--- src/rtl/serial_add_pkg.sv ---
// Shared types and constants for the bit-serial adder controller.
package serial_add_pkg;

  typedef enum logic [1:0] {
    IDLE  = 2'd0,
    SHIFT = 2'd1,
    DONE  = 2'd2
  } state_t;

  localparam int DEFAULT_WIDTH = 8;

endpackage

--- src/rtl/full_adder_2.sv ---
// Single-bit full-adder cell used as the bit slice of the serial adder.
module full_adder_2 (
  input  logic i_a,
  input  logic i_b,
  input  logic i_cin,
  output logic o_sum,
  output logic o_cout
);

  assign o_sum  = i_a ^ i_b ^ i_cin;
  assign o_cout = (i_a & i_b) | (i_cin & (i_a ^ i_b));

endmodule

--- src/rtl/serial_add_ctrl.sv ---
// Bit-serial adder: one full-adder cell stepped LSB first over WIDTH cycles.
// Optional subtraction (sub port) is built when SERIAL_ADD_SUB_EN is defined.
module serial_add_ctrl
  import serial_add_pkg::*;
#(
  parameter int WIDTH = DEFAULT_WIDTH
) (
  input  logic             clk,
  input  logic             rst,
  input  logic             start,
  input  logic [WIDTH-1:0] a,
  input  logic [WIDTH-1:0] b,
  input  logic             cin,
`ifdef SERIAL_ADD_SUB_EN
  input  logic             sub,
`endif
  output logic             busy,
  output logic             done,
  output logic [WIDTH-1:0] sum,
  output logic             cout
);

  localparam int CNT_W = (WIDTH > 1) ? $clog2(WIDTH) : 1;

  state_t           r_state;
  state_t           w_next;
  logic [WIDTH-1:0] r_a;
  logic [WIDTH-1:0] r_b;
  logic [WIDTH-1:0] r_sum;
  logic             r_carry;
  logic             r_cout;
  logic [CNT_W-1:0] r_cnt;
  logic             w_last;
  logic             w_s;
  logic             w_co;
  logic [WIDTH-1:0] w_b_load;
  logic             w_c_load;

  full_adder_2 u_fa (
    .i_a    (r_a[0]),
    .i_b    (r_b[0]),
    .i_cin  (r_carry),
    .o_sum  (w_s),
    .o_cout (w_co)
  );

  assign w_last = (r_cnt == CNT_W'(WIDTH - 1));

`ifdef SERIAL_ADD_SUB_EN
  // a - b computed as a + ~b + 1; cout=1 then means no borrow
  assign w_b_load = sub ? ~b : b;
  assign w_c_load = sub ? 1'b1 : cin;
`else
  assign w_b_load = b;
  assign w_c_load = cin;
`endif

  always_ff @(posedge clk) begin
    if (rst) r_state <= IDLE;
    else     r_state <= w_next;
  end

  always_comb begin
    w_next = r_state;
    case (r_state)
      IDLE:    if (start) w_next = SHIFT;
      SHIFT:   if (w_last) w_next = DONE;
      DONE:    w_next = IDLE;
      default: w_next = IDLE;
    endcase
  end

  always_ff @(posedge clk) begin
    if (rst) begin
      r_a     <= '0;
      r_b     <= '0;
      r_sum   <= '0;
      r_carry <= 1'b0;
      r_cout  <= 1'b0;
      r_cnt   <= '0;
    end else begin
      case (r_state)
        IDLE: begin
          if (start) begin
            r_a     <= a;
            r_b     <= w_b_load;
            r_carry <= w_c_load;
            r_cnt   <= '0;
          end
        end
        SHIFT: begin
          r_a     <= r_a >> 1;
          r_b     <= r_b >> 1;
          r_carry <= w_co;
          r_cnt   <= r_cnt + 1'b1;
          // new sum bit enters at the MSB so the LSB lands at bit 0 after WIDTH shifts
          r_sum   <= (r_sum >> 1) | (WIDTH'(w_s) << (WIDTH - 1));
          if (w_last) r_cout <= w_co;
        end
        default: ;
      endcase
    end
  end

  assign busy = (r_state == SHIFT);
  assign done = (r_state == DONE);
  assign sum  = r_sum;
  assign cout = r_cout;

endmodule
--- config.mk ---
export PLATFORM = sky130hd
export DESIGN_NAME = serial_add_ctrl
export DESIGN_NICKNAME = d
export VERILOG_FILES = /design/src/rtl/serial_add_pkg.sv /design/src/rtl/full_adder_2.sv /design/src/rtl/serial_add_ctrl.sv
export SDC_FILE = /design/constraint.sdc
export NUM_CORES = 1
export LEC_CHECK = 0
export BUFFER_PORTS_ARGS = -buffer_cell sky130_fd_sc_hd__buf_4
export CORE_UTILIZATION = 42
export DETAILED_ROUTE_END_ITERATION = 10
export SLEW_MARGIN = 20
export SYNTH_ARGS = -nofsm -noshare
export SYNTH_HDL_FRONTEND = slang
export SYNTH_SLANG_ARGS = --single-unit
--- constraint.sdc ---
create_clock -name clk -period 3.1 [get_ports clk]
set_input_delay 0.31 -clock clk [delete_from_list [all_inputs] [get_ports clk]]
set_output_delay 0.31 -clock clk [all_outputs]
set_load 0.01 [all_outputs]
After elaboration in Yosys (flattened, before gate mapping)
Cells that the tools add are included.
{ "classes": {"add_sub_neg": 1, "n_eq_ne": 5, "n_mux": 11, "n_bitwise": 6, "reduce_logical": 5} }
{ "op_table": {"columns": ["cell", "n"], "rows": [
  ["$pmux W8 S2", 2],
  ["$mux W8", 2],
  ["$or A7 B8 Y8", 1],
  ["$pmux W3 S2", 1],
  ["$reduce_and A2 Y1", 3],
  ["$mux W2", 2],
  ["$pmux W2 S2", 1],
  ["$add A3 B1 Y3 const B", 1],
  ["$eq A3 B3 Y1 const B", 1],
  ["$mux W3", 1],
  ["$and A1 B1 Y1", 2],
  ["$eq A2 B1 Y1 const B", 1],
  ["$eq A2 B2 Y1 const B", 1],
  ["$logic_not A2 Y1", 1],
  ["$ne A2 B1 Y1 const B", 1],
  ["$ne A2 B2 Y1 const B", 1],
  ["$pmux W1 S2", 1],
  ["$reduce_bool A2 Y1", 1],
  ["$xor A1 B1 Y1", 2],
  ["$mux W1", 1],
  ["$or A1 B1 Y1", 1]
]} }
{ "word_totals": {"regBits": 31, "input_bits": 20, "output_inout_bits": 11, "elab_cells": 35} }

Logic depth before layout (Yosys ltp)
{ "logic_depth": {"ltp_word": 4, "ltp_mapped": 7, "mapped_depth_nobuf": 5} }

Hierarchy
Synthesis repeated with hierarchy kept, for this count alone.
{ "unflattened": {"hier_cells": 140, "area_unflattened_um2": 1493.9} }
{ "modules_own_cells": {"columns": ["mod", "n_inst", "cells_per_inst", "area_each_um2", "seq_area_each_um2"], "rows": [
  ["serial_add_ctrl", 1, 139, 1473.9, 620.6],
  ["full_adder_2", 1, 1, 20.0, 0.0]
]} }

Worst setup path before layout
Ideal clock, no wire load.
{ "synth_path": {"path_type": "flip-flop to flip-flop", "from": "register r_carry", "to": "register r_carry", "setup_time_ps": 140, "arrival_time_ps": 990, "required_ps": 2960, "slack_ps": 1970, "path_stages_with_launch": 4, "path_buffers": 0, "synth_period_minus_slack_ps": 1130, "path_cell_list": "dfxtp_1 -> fa_1 -> mux2i_1 -> a211oi_2"} }
{ "synth_between": {"elab_chain_cells": 3} }
{ "synth_rtl": {"columns": ["element", "line", "rtl"], "rows": [
  ["from (decl)", "serial_add_ctrl.sv:30", "logic r_carry;"],
  ["from (signal assigned)", "serial_add_ctrl.sv:87", "r_carry <= w_c_load;"],
  ["from (signal assigned)", "serial_add_ctrl.sv:94", "r_carry <= w_co;"],
  ["$and A1 B1 Y1", "full_adder_2.sv:11", "assign o_cout = (i_a & i_b) | (i_cin & (i_a ^ i_b));"],
  ["$or A1 B1 Y1", "full_adder_2.sv:11", null],
  ["named net u_fa.o_cout", "full_adder_2.sv:7", "output logic o_cout"],
  ["$pmux W1 S2", "serial_add_ctrl.sv:82", "case (r_state)"]
]} }
The timed path passes the listed nets, and every way through them passes these cells.
A chain may end at the register's enable or synchronous reset.

Final worst setup path
{ "layout_path": {"from": "register r_state[0]", "to": "output busy"} }
{ "layout_between": {"elab_chain_cells": 1} }
{ "layout_rtl": {"columns": ["element", "line", "rtl"], "rows": [
  ["from (decl)", "serial_add_ctrl.sv:25", "state_t r_state;"],
  ["from (signal assigned)", "serial_add_ctrl.sv:60", "else r_state <= w_next;"],
  ["$eq A2 B1 Y1", "serial_add_ctrl.sv:105", "assign busy = (r_state == SHIFT);"],
  ["to (decl)", "serial_add_ctrl.sv:17", "output logic busy,"]
]} }
No other way between the ends.

==> qor.yml <==
yosys_register_bits: 31
insertion_delay_ns: 0.33
synth.yosys.warnings: 0
grt_pass1_wl_mm: 4.08
num_rows: 20
worstPathRequired_ns: 2.79
port_buffers: 30
slew_viol_final: 0
die_area_um2: 3610
postRouteAntennaNets: 0
p_sw_share_pct: 24.2
power.clock.fraction_pct: 37.1
critPathArrivalTime_ns: 1.61
setup_viol: 0
ctsResizeCount: 0
initial_core_util_pct: 45.2
cts_htree_levels: 2
worst-path-stages: 3
critPathSlowestCell: "dfxtp_1"
ios: 31
p_leak_uw: 0.000694
synthArstFlopShare_pct: 0
crit_family: "flip-flops"
outcome: "finished clean"
syn-num-nets: 161
die_y_um: 60.0
grt_pass1_vias: 939
rsz0062_at_grt: "no"
ctsRootBufferMaster: "clkbuf_4"
hold_depth: 3
drive_above_1_share_pct: 36.1
path_cells: "nand2b_1 -> clkinv_2 -> buf_4"
coreArea_um2: 3130
ys_top_cells_by_count: "31 x dfxtp_1, 21 x nor2_1, 17 x nand2_1, 16 x a211oi_2, 15 x mux2i_1"
worstSetupEndpointType: "output pin"
clkTransAtPathRegs_ns: 0.10
power.density_nw_per_um2: 518
grtUsageTotal_pct: 15.6
grt_max_degree: 32
cts_buffers: 5
vias_per_cell: 4.95
ys_seq_area_share_pct: 43.9
combPwrFrac_pct: 13.3
cts_tree: "done"
fin_ws_ns: 1.18
synth_area_um2: 1420
tns_ns: 0
synth_largest_area_cell: "dfxtp_1"
synthFlopType: "dfxtp_1"
grt_overflow: 0
gp_congestion: 0.753
max_slew_margin_pct: 69.7
avgSynthCellArea_um2: 10.3
min_period_ns: 1.92
wirelength_mm: 2.45
post-cts-setup-buffers: 0
hold_violations: 0
dp_hpwl_mm: 1.68
maxCapViolCount: 0
nets: 188
critPathKind: "flip-flop to output pin"
synth_edf_count: 0
irDropWorstVdd_mv: 0.257
dr.pass1.iters: 4
power.total_uw: 882
switchingPower_uw: 213
wl_met1_mm: 1.19
yosysMostFrequentCell: "dfxtp_1"
worst_pin_slew_ns: 0.455
slowest_delay_ns: 0.59
cts_buffer_depth: 2
dr.max_layer_used: "met4"
num_antenna_cells: 0
die_x_um: 60.0
hold_class: "input port to flip-flop"
seqPwrFrac_pct: 49.6
dpl_worst_slack_ns: 1.30
post_dp_cell_area_um2: 1620
drtIter0Drc: 53
crit_path_start_kind: "flip-flop"
p_int_uw: 669
synth_top_area_share_pct: 43.9
antenna_found_initial: 0
vias: 1040
detailroute.wirelength.met2_mm: 1.09
stdcell_area_um2: 1700
post-route-drc-count: 0
clock_sinks: 31
netlist_instances: 138
wl_met3_um: 126
fin_crit_sh_pct: 62.1
syn_to_final_growth_pct: 20.3
synth.area.top_cells: "dfxtp_1 44%, a211oi_2 14%, mux2i_1 11%"
wl_per_cell_um: 11.7
crit_fanout: 13
hold_buffers: 0
ys_types: 24
cp_num_buf_inv: 2
skew_ns: 0.00861
timing.fmax_mhz: 520
reg2reg_depth: 4
## cells by family after synthesis
kind of cell    after synthesis  synth area share [%]
compound gates               33                  22.2
buf+inv                      12                  6.45
mux                          15                  10.6
flops                        31                  43.9
simple gates                 44                  13.7
fa+ha+maj                     3                  3.18
## layout by cell type, fill, tap and decap left out, types with 2 or more instances in the layout
cell type and n:
clkbuf_4 5, a21oi_1 10, dfxtp_1 31, mux2i_1 15
ha_1 2, a211oi_2 16, nand2_1 17, clkinv_2 2
buf_4 31, nor2_1 21, a22oi_1 2
## power groups by stage
stage | Combinational (uW) | Clock, uW | Sequential (uW)
after detailed placement | 118 | 0 | 447
after global routing | 129 | 351 | 441
final | 117 | 328 | 438
after floorplan | 96.1 | 0 | 442
after CTS | 119 | 338 | 438
after global placement | 115 | 0 | 446
## registers in the layout (all words and copies together) (netlist names)
| register | cells |
|---|---|
| r_cnt | 3 |
| cout | 1 |
| r_state | 2 |
| r_b | 8 |
| r_a | 8 |
| sum | 8 |
| r_carry | 1 |
## worst paths after layout
kind | startpoint | to | slack (ns)
max | r_state[0] | busy | 1.18
min | b[7] | r_b[7] | 0.27
max reg2reg | r_state[0] | r_b[3] | 1.29
min reg2reg | sum[0] | sum[0] | 0.47
## metal layers
metal,global-route usage [%],up-vias
li1,-,533
met1,19.5,481
met2,24.0,21
met3,5.84,5
met4,6.98,0
met5,0,-
## tightest hold or removal path: cells and delay by family
kind | cells | cell delay [ns]
simple gates | 1 | 0.08
buf+inv | 1 | 0.11
compound gates | 1 | 0.06
## area by class of cell
class                           instances  area [um^2]
Fill cell                             295         1430
Multi-Input combinational cell         95          703
Sequential cell                        31          621
Timing Repair Buffer                   31          233
Tap cell                               44         55.1
Clock buffer                            6         51.3
Clock inverter                          2         35.0
Inverter                                1         5.00
## through the flow
stage / util [%] / hold WS [ns] / std cells
global route: 54.4 / 0.267 / 210
CTS: 54.4 / 0.256 / 210
detailed placement: 51.7 / 0.457 / 202
floorplan: - / 0.388 / 138
global placement: 51.7 / 0.446 / 202
finish: 54.4 / 0.270 / 210
Note: power is estimated with default switching activity, not from simulation.
